## config.mk

```make
export PLATFORM = sky130hd
export DESIGN_NAME = mem_port_arbiter
export DESIGN_NICKNAME = d
export VERILOG_FILES = /design/src/rtl/mem_port_arbiter.sv
export SDC_FILE = /design/constraint.sdc
export NUM_CORES = 1
export LEC_CHECK = 0
export ABC_AREA = 0
export CORE_AREA = 2 2 110 112
export CTS_BUF_LIST = sky130_fd_sc_hd__clkbuf_4 sky130_fd_sc_hd__clkbuf_8
export DETAILED_ROUTE_END_ITERATION = 12
export DIE_AREA = 0 0 112 114
export GPL_TIMING_DRIVEN = 0
export PLACE_DENSITY = 0.71
export SYNTH_ARGS = -nofsm -noshare
export SYNTH_HDL_FRONTEND = slang
export SYNTH_SLANG_ARGS = --single-unit
```

## constraint.sdc

```tcl
create_clock -name clk -period 1.6 [get_ports clk]
set_clock_uncertainty 0.15 [all_clocks]
set_input_delay 0.24 -clock clk [delete_from_list [all_inputs] [get_ports clk]]
set_output_delay 0.24 -clock clk [all_outputs]
set_load 0.01 [all_outputs]
```

## src/rtl/mem_port_arbiter.sv

```systemverilog
// -----------------------------------------------------------------------------
// mem_port_arbiter
//
// Purpose
//   Lets instruction fetch (IF) and load/store (LS) share one memory port. It
//   picks one requester, runs a single outstanding transaction (address phase,
//   then response phase) and routes the response back to that requester.
//   addr_sel drives the datapath address mux (0 = IF address, 1 = LS address).
//   A response phase that runs past TIMEOUT_CYC cycles is aborted and flagged
//   on `timeout`.
//
// Configuration
//   MEM_ARB_RR_EN  defined   : round-robin between IF and LS on simultaneous
//                              requests. The requester not granted last wins.
//                  undefined : fixed priority, LS beats IF.
//                  A lone requester is handled the same way in both builds.
//
// Ports
//   clk, rst_n                      clock (rising edge), async active-low reset
//   if_req/if_addr                  IF request, held until if_gnt
//   if_gnt/if_rvalid/if_rdata       IF accept pulse, response pulse, data
//   ls_req/ls_we/ls_be/ls_addr/
//   ls_wdata                        LS request, held until ls_gnt
//   ls_gnt/ls_rvalid/ls_rdata       LS accept pulse, response pulse, data
//   mem_req/mem_we/mem_be/mem_addr/
//   mem_wdata                       request to memory (address phase only)
//   mem_gnt/mem_rvalid/mem_rdata    memory accept and response
//   addr_sel                        current owner (0 = IF, 1 = LS)
//   busy                            a transaction is in flight (state != IDLE)
//   timeout                         1-cycle pulse when a response phase aborts
//
// Handshake: a requester raises req and holds its fields stable. The arbiter
// presents the owner's fields on mem_* while mem_req=1. The address phase ends
// in the cycle mem_gnt=1, and the owner's gnt pulses in that same cycle. After
// that the requester may drop or change its inputs. The response phase ends on
// the first mem_rvalid=1 (owner's rvalid pulses with mem_rdata) or on timeout.
// -----------------------------------------------------------------------------
module mem_port_arbiter #(
   parameter int ADDR_W      = 32,
   parameter int DATA_W      = 32,
   parameter int TIMEOUT_CYC = 16
) (
   input  logic              clk,
   input  logic              rst_n,
   input  logic              if_req,
   input  logic [ADDR_W-1:0] if_addr,
   output logic              if_gnt,
   output logic              if_rvalid,
   output logic [DATA_W-1:0] if_rdata,
   input  logic              ls_req,
   input  logic              ls_we,
   input  logic [3:0]        ls_be,
   input  logic [ADDR_W-1:0] ls_addr,
   input  logic [DATA_W-1:0] ls_wdata,
   output logic              ls_gnt,
   output logic              ls_rvalid,
   output logic [DATA_W-1:0] ls_rdata,
   output logic              mem_req,
   output logic              mem_we,
   output logic [3:0]        mem_be,
   output logic [ADDR_W-1:0] mem_addr,
   output logic [DATA_W-1:0] mem_wdata,
   input  logic              mem_gnt,
   input  logic              mem_rvalid,
   input  logic [DATA_W-1:0] mem_rdata,
   output logic              addr_sel,
   output logic              busy,
   output logic              timeout
);

   localparam int CNT_W = $clog2(TIMEOUT_CYC + 1);
   localparam logic [CNT_W-1:0] CNT_MAX = CNT_W'(TIMEOUT_CYC);

   localparam logic [1:0] ST_IDLE = 2'd0;
   localparam logic [1:0] ST_ADDR = 2'd1;
   localparam logic [1:0] ST_RESP = 2'd2;

   logic [1:0]       state_q, state_d;
   logic             owner_q, owner_d;   // 0 = IF, 1 = LS
   logic [CNT_W-1:0] cnt_q, cnt_d;
   logic             winner;

   // ---------------------------------------------------------------- arbiter
`ifdef MEM_ARB_RR_EN
   logic last_q, last_d;                 // owner of the most recent grant

   always_comb begin
      if (if_req && ls_req) winner = ~last_q;
      else                  winner = ls_req;
   end

   always_comb begin
      last_d = last_q;
      if (state_q == ST_ADDR && mem_gnt) last_d = owner_q;
   end

   always_ff @(posedge clk or negedge rst_n) begin
      if (!rst_n) last_q <= 1'b0;
      else        last_q <= last_d;
   end
`else
   // LS wins whenever it requests, so the winner is simply ls_req.
   always_comb winner = ls_req;
`endif

   // -------------------------------------------------------------- sequencer
   always_comb begin
      state_d = state_q;
      owner_d = owner_q;
      cnt_d   = cnt_q;
      case (state_q)
         ST_IDLE: begin
            if (if_req || ls_req) begin
               owner_d = winner;
               state_d = ST_ADDR;
            end
         end
         ST_ADDR: begin
            if (mem_gnt) begin
               state_d = ST_RESP;
               cnt_d   = '0;
            end
         end
         ST_RESP: begin
            // A response in the last allowed cycle still wins over the abort.
            if (mem_rvalid || cnt_q == CNT_MAX) state_d = ST_IDLE;
            else                                cnt_d   = cnt_q + CNT_W'(1);
         end
         default: state_d = ST_IDLE;
      endcase
   end

   always_ff @(posedge clk or negedge rst_n) begin
      if (!rst_n) begin
         state_q <= ST_IDLE;
         owner_q <= 1'b0;
         cnt_q   <= '0;
      end else begin
         state_q <= state_d;
         owner_q <= owner_d;
         cnt_q   <= cnt_d;
      end
   end

   // ---------------------------------------------------------------- outputs
   logic in_addr, in_resp, resp_hit;

   always_comb begin
      in_addr  = (state_q == ST_ADDR);
      in_resp  = (state_q == ST_RESP);
      // Responses outside RESP are stale (aborted or pre-reset) and dropped.
      resp_hit = in_resp && mem_rvalid;

      mem_req   = in_addr;
      mem_we    = 1'b0;
      mem_be    = 4'h0;
      mem_addr  = '0;
      mem_wdata = '0;
      if (in_addr) begin
         if (owner_q) begin
            mem_we    = ls_we;
            mem_be    = ls_be;
            mem_addr  = ls_addr;
            mem_wdata = ls_wdata;
         end else begin
            mem_be    = 4'hF;
            mem_addr  = if_addr;
         end
      end

      if_gnt    = in_addr && mem_gnt && !owner_q;
      ls_gnt    = in_addr && mem_gnt &&  owner_q;
      if_rvalid = resp_hit && !owner_q;
      ls_rvalid = resp_hit &&  owner_q;
      if_rdata  = if_rvalid ? mem_rdata : '0;
      ls_rdata  = ls_rvalid ? mem_rdata : '0;

      addr_sel  = owner_q;
      busy      = (state_q != ST_IDLE);
      timeout   = in_resp && !mem_rvalid && (cnt_q == CNT_MAX);
   end

endmodule

```

# Word-level counts from Yosys, hierarchy flattened
# Cells that the tools add are included.
# classes
muxes	17
eq_ne	7
n_reduce_logical	18
add_sub_neg	1
# op_table
cell	count
$mux 32	6
$mux 5	2
$pmux 5 s2	1
$logic_and 1x1->1	8
$mux 4	2
$mux 2	3
$pmux 2 s3	1
$reduce_and 3->1	2
$add 5x1->5 const B	1
$eq 5x5->1 const B	1
$ne 2x1->1 const B	2
$ne 2x2->1 const B	2
$reduce_bool 2->1	2
$eq 2x1->1 const B	1
$eq 2x2->1 const B	1
$logic_not 1->1	2
$logic_not 2->1	1
$logic_or 1x1->1	2
$mux 1	2
$reduce_and 2->1	1
# word_totals
register_bits	8
in_bits	139
wordCells	46

# Depth between registers and ports, before layout
# logic_depth
ltp_word	4
ltp_mapped	6
depth_no_buf	5

# Least setup slack after synthesis
# No wires, ideal clock.
# synth_path
path_type	flip-flop to output port
startpoint	register owner_q, in the netlist addr_sel
endpoint	output ls_rdata[22]
required_ns	1.210
arrival_time_ns	1.214
stages_incl_launch_ff	5
setup_slack_ns	-0.004
cell_sequence	dfrtp_1 -> buf_2 -> and4b_1 -> buf_2 -> and2_1
# synth_between
elab_chain_len	2
# synth_rtl
item	line_no	text
from (decl)	79	logic owner_q, owner_d;
from (signal assigned)	140	owner_q <= owner_d;
$logic_and 1x1->1	174	ls_rvalid = resp_hit && owner_q;
named net ls_rvalid	56	output logic ls_rvalid,
$mux 32	176	ls_rdata = ls_rvalid ? mem_rdata : '0;
to (decl)	57	output logic [DATA_W-1:0] ls_rdata,
# The timed path passes the listed nets, and every way through them passes these cells.

# Worst setup path in the final report
# layout_path
startpoint	register owner_q, in the netlist addr_sel
endpoint	output if_rdata[17]
# layout_between
elab_chain_len	3
# layout_rtl
item	line_no	text
$logic_not 1->1	173	if_rvalid = resp_hit && !owner_q;
$logic_and 1x1->1	173	
$mux 32	175	if_rdata = if_rvalid ? mem_rdata : '0;
to (decl)	49	output logic [DATA_W-1:0] if_rdata,
# No other way between the ends.

==> summary.md <==
| Metric | Value |
|---|---|
| Max Freq | 500.0 MHz |
| RSZ-0062 raised after global routing | yes |
| Worst setup path start | addr_sel$_DFFE_PN0P_ |
| Max cap viols | 0 |
| Crit-path max FO | 5 |
| Die Area | 12770 µm² |
| CTS max path bufs | 2 |
| Adder-cell area share of the yosys netlist | 0.01487 |
| Post-synthesis xor/xnor area fraction | 0.01041 |
| Startpoint Class | flop |
| # diodes | 0 |
| PwrDens | 1391 nW/µm² |
| Fin crit share | 1.250 |
| Share of cells above drive strength 1 | 0.6456 |
| First-pass GRT wire length | 17130 µm |
| Cell row count | 40 |
| Met2 Use GR | 0.3071 |
| Most used flip-flop cell after synthesis | dfrtp_1 |
| Setup ws final | -0.3999 ns |
| Top post-synthesis cells by area | and2_1, mux2i_1, and3_1 |
| Final Hold Fails | 0 |
| Clock transition at path regs | 0.04 ns |
| # DRC | 0 |
| Post-synth cell types | 32 |
| Ys Warns | 0 |
| Syn-to-layout area delta | 284.4% |
| Slowest cell on the critical path | dfrtp_1 |
| Crit path max-delay family | simple AND/OR/NAND/NOR gates |
| Starting Density | 0.1437 |
| Asr flop ratio synth | 1.000 |
| Placed insts | 664 |
| Worst vdd ir | 0.0009760 V |
| Commonest cells post-synth | and2_1, nor2_1, and3_1 |
| M3 GR Usage | 0.02285 |
| CTS H-Tree Depth | 1 |
| Leakage | 2.844 nW |
| CP Class | reg -> out |
| Fin Hold WS | 0.1406 ns |
| Placeable Area | 11710 µm² |
| FF+latch count, synth | 8 |
| Arr. time, crit path | 1.61 ns |
| Most used cell, CP | buf_6 |
| Mux share of post-synthesis cell area | 0.2030 |
| DRT Wirelength | 13290 µm |
| Skew-Pair Late Insertion Delay | 0.23 ns |
| CTS tree | done |
| DIE WIDTH | ~110 µm |
| Final design utilization | 0.5524 |
| Flop2flop setup slack | -0.06 ns |
| Vias in the first global route | 3010 |
| Post-synthesis compound-gate area fraction | 0.05130 |
| Main combinational cell family by area after synthesis | simple AND/OR/NAND/NOR gates |
| # setup viols final | about 140 |
| Tmin final | 2.000 ns |
| Most frequent cell after synthesis | and2_1 |
| Synth Area in Simple Gates | 0.5093 |
| Pwr Total | 8.995 mW |
| Place WS | -1.008 ns |
| Total gr overflow | 0 |
| 1st-pass router iterations | 4 |
| Worst min-delay path category | in -> async |
| I/O pin total | 280 |
| Final ANT Viol Nets | 0 |
| TritonCTS Buffers | 3 |
| EDFF count, synth | 0 |
| GR Layer Usage met1 | 0.2094 |
| Buf+Inv Stages, Crit Path | 4 |
| Status | finished with violations |
| Seq/Total Area, Yosys | 0.1190 |
| Nets | about 710 |
| Slew Limit Headroom | 0.7503 |
| Wire per inst | about 19 µm |
| Largest net degree at the start of global routing | 11 |
| Max-slew violations | 0 |
| Slew of the pin with the lowest slew margin | 0.3733 ns |
| Max incr delay on CP | roughly 0.4 ns |
| Detailed placer's ending HPWL | approximately 8600 µm |
| DIE HEIGHT | approximately 110 µm |
| Sink Count | 8 |
| Post-Syn Nets | 379 |
| Total GRT Usage | 0.1669 |
| Initial DRC count | 78 |
| Finished Layout Cells | about 720 |
| Crit-path cells | buf_6 -> and4bb_4 -> buf_6 -> buf_8 -> and2_4 -> buf_6 |
| Failing checks | negative setup slack |
| Via Count | 3057 |
| Port bufs | between 200 and 300 |
| Mapped Cells | 238 |
| Synth top area share | 0.2379 |
| Worst setup EP type | output pin |
| Busiest grt layer | met2 |
| Via density | 4.264 |
| Root Driver | clkbuf_8 |
| Avg Cell Area, Syn | 7.071 µm² |
| Most area-hungry cell type in the Yosys netlist | and2_1 |
| Req. time, crit path | 1.21 ns |
| Gpl congestion | 0.8607 |
| Cell area after synthesis | 1683 µm² |
| Initial antenna violation count | 0 |
| Reg-to-Reg Start | state_q[0]$_DFFE_PN0P_ |
## worst register-to-register path, cell delays in order (launching register included)
cell,delay [ns]
dfrtp_1,0.36
buf_6,0.13
nand2b_4,0.08
buf_12,0.15
buf_12,0.12
clkinv_8,0.05
buf_6,0.11
a22o_4,0.25
o22ai_2,0.16
## cell usage in the layout, fill, tap and decap left out, types with 2 or more instances in the layout
master and instances:
o21ai_2 2, nor2_4 27, buf_12 7, ha_1 2, clkdlybuf4s50_1 136, and2_4 48, buf_4 15, nand3_1 5
dfrtp_1 7, buf_2 30, inv_1 9, a21oi_2 4, buf_6 130, and3_4 34, dlygate4sd2_1 2, and2_1 16
clkbuf_8 3, buf_16 4, mux2i_4 23, mux2i_2 2, clkbuf_16 5, mux2i_1 8, buf_8 20, nor2_1 7
## worst paths after layout
kind	end	depth (start not counted)
worst max-delay path	if_rdata[17]	6
worst min-delay path	state_q[0]$_DFFE_PN0P_	1
worst min register to register	cnt_q[2]$_DFFE_PN0P_	1
worst max register to register	cnt_q[4]$_DFFE_PN0P_	8
min in group clk	state_q[0]$_DFFE_PN0P_	2
max in group asynchronous	state_q[1]$_DFFE_PN0P_	1
## flip-flops by register name (all words and copies together) (netlist names)
| signal | cells |
|---|---|
| state_q | 2 |
| addr_sel | 1 |
| cnt_q | 5 |
## what timing repair did
item	CTS	global route
cloned	13	4
setup endpoints to repair	141	145
hold buffers	0	0
setup buffers	30	14
resized for setup	778	228
pin swaps	67	43
## cell type report
class / count / area [µm²]
fillers: 1008 / 5243
multi-input cells: 198 / 2178
flip-flops and latches: 8 / 201.4
inverters: 10 / 53.80
clock buffers: 3 / 41.29
repair inverters: 1 / 16.27
plain buffers: 19 / 301.5
well taps: 147 / 183.9
repair buffers: 331 / 3492
## kinds of logic after synthesis
logic type | Yosys count
simple gates | 148
mux | 34
compound gates | 12
xor+xnor | 2
flops | 8
fa+ha+maj | 2
buf+inv | 32
## report_power, final
group / switching, mW / leakage (nW) / internal (mW)
combinational: 3.45 / 2.72 / 4.98
clock: 0.0834 / 0.0216 / 0.163
sequential: 0.0509 / 0.104 / 0.265
## metal layers
metal	wire, µm	up-vias
met5	0	-
met4	184	0
li1	-	1470
met1	5033	1453
met2	7507	117
met3	563	17
## stage by stage
stage / setup TNS, ns / area (µm²)
global placement: -93.88 / 4662
finish: -39.61 / 6469
global route: -46.39 / 6469
CTS: -39.70 / 5374
floorplan: 0 / 1685
detailed placement: -95.71 / 4662
(Power assumes the default switching activity.)
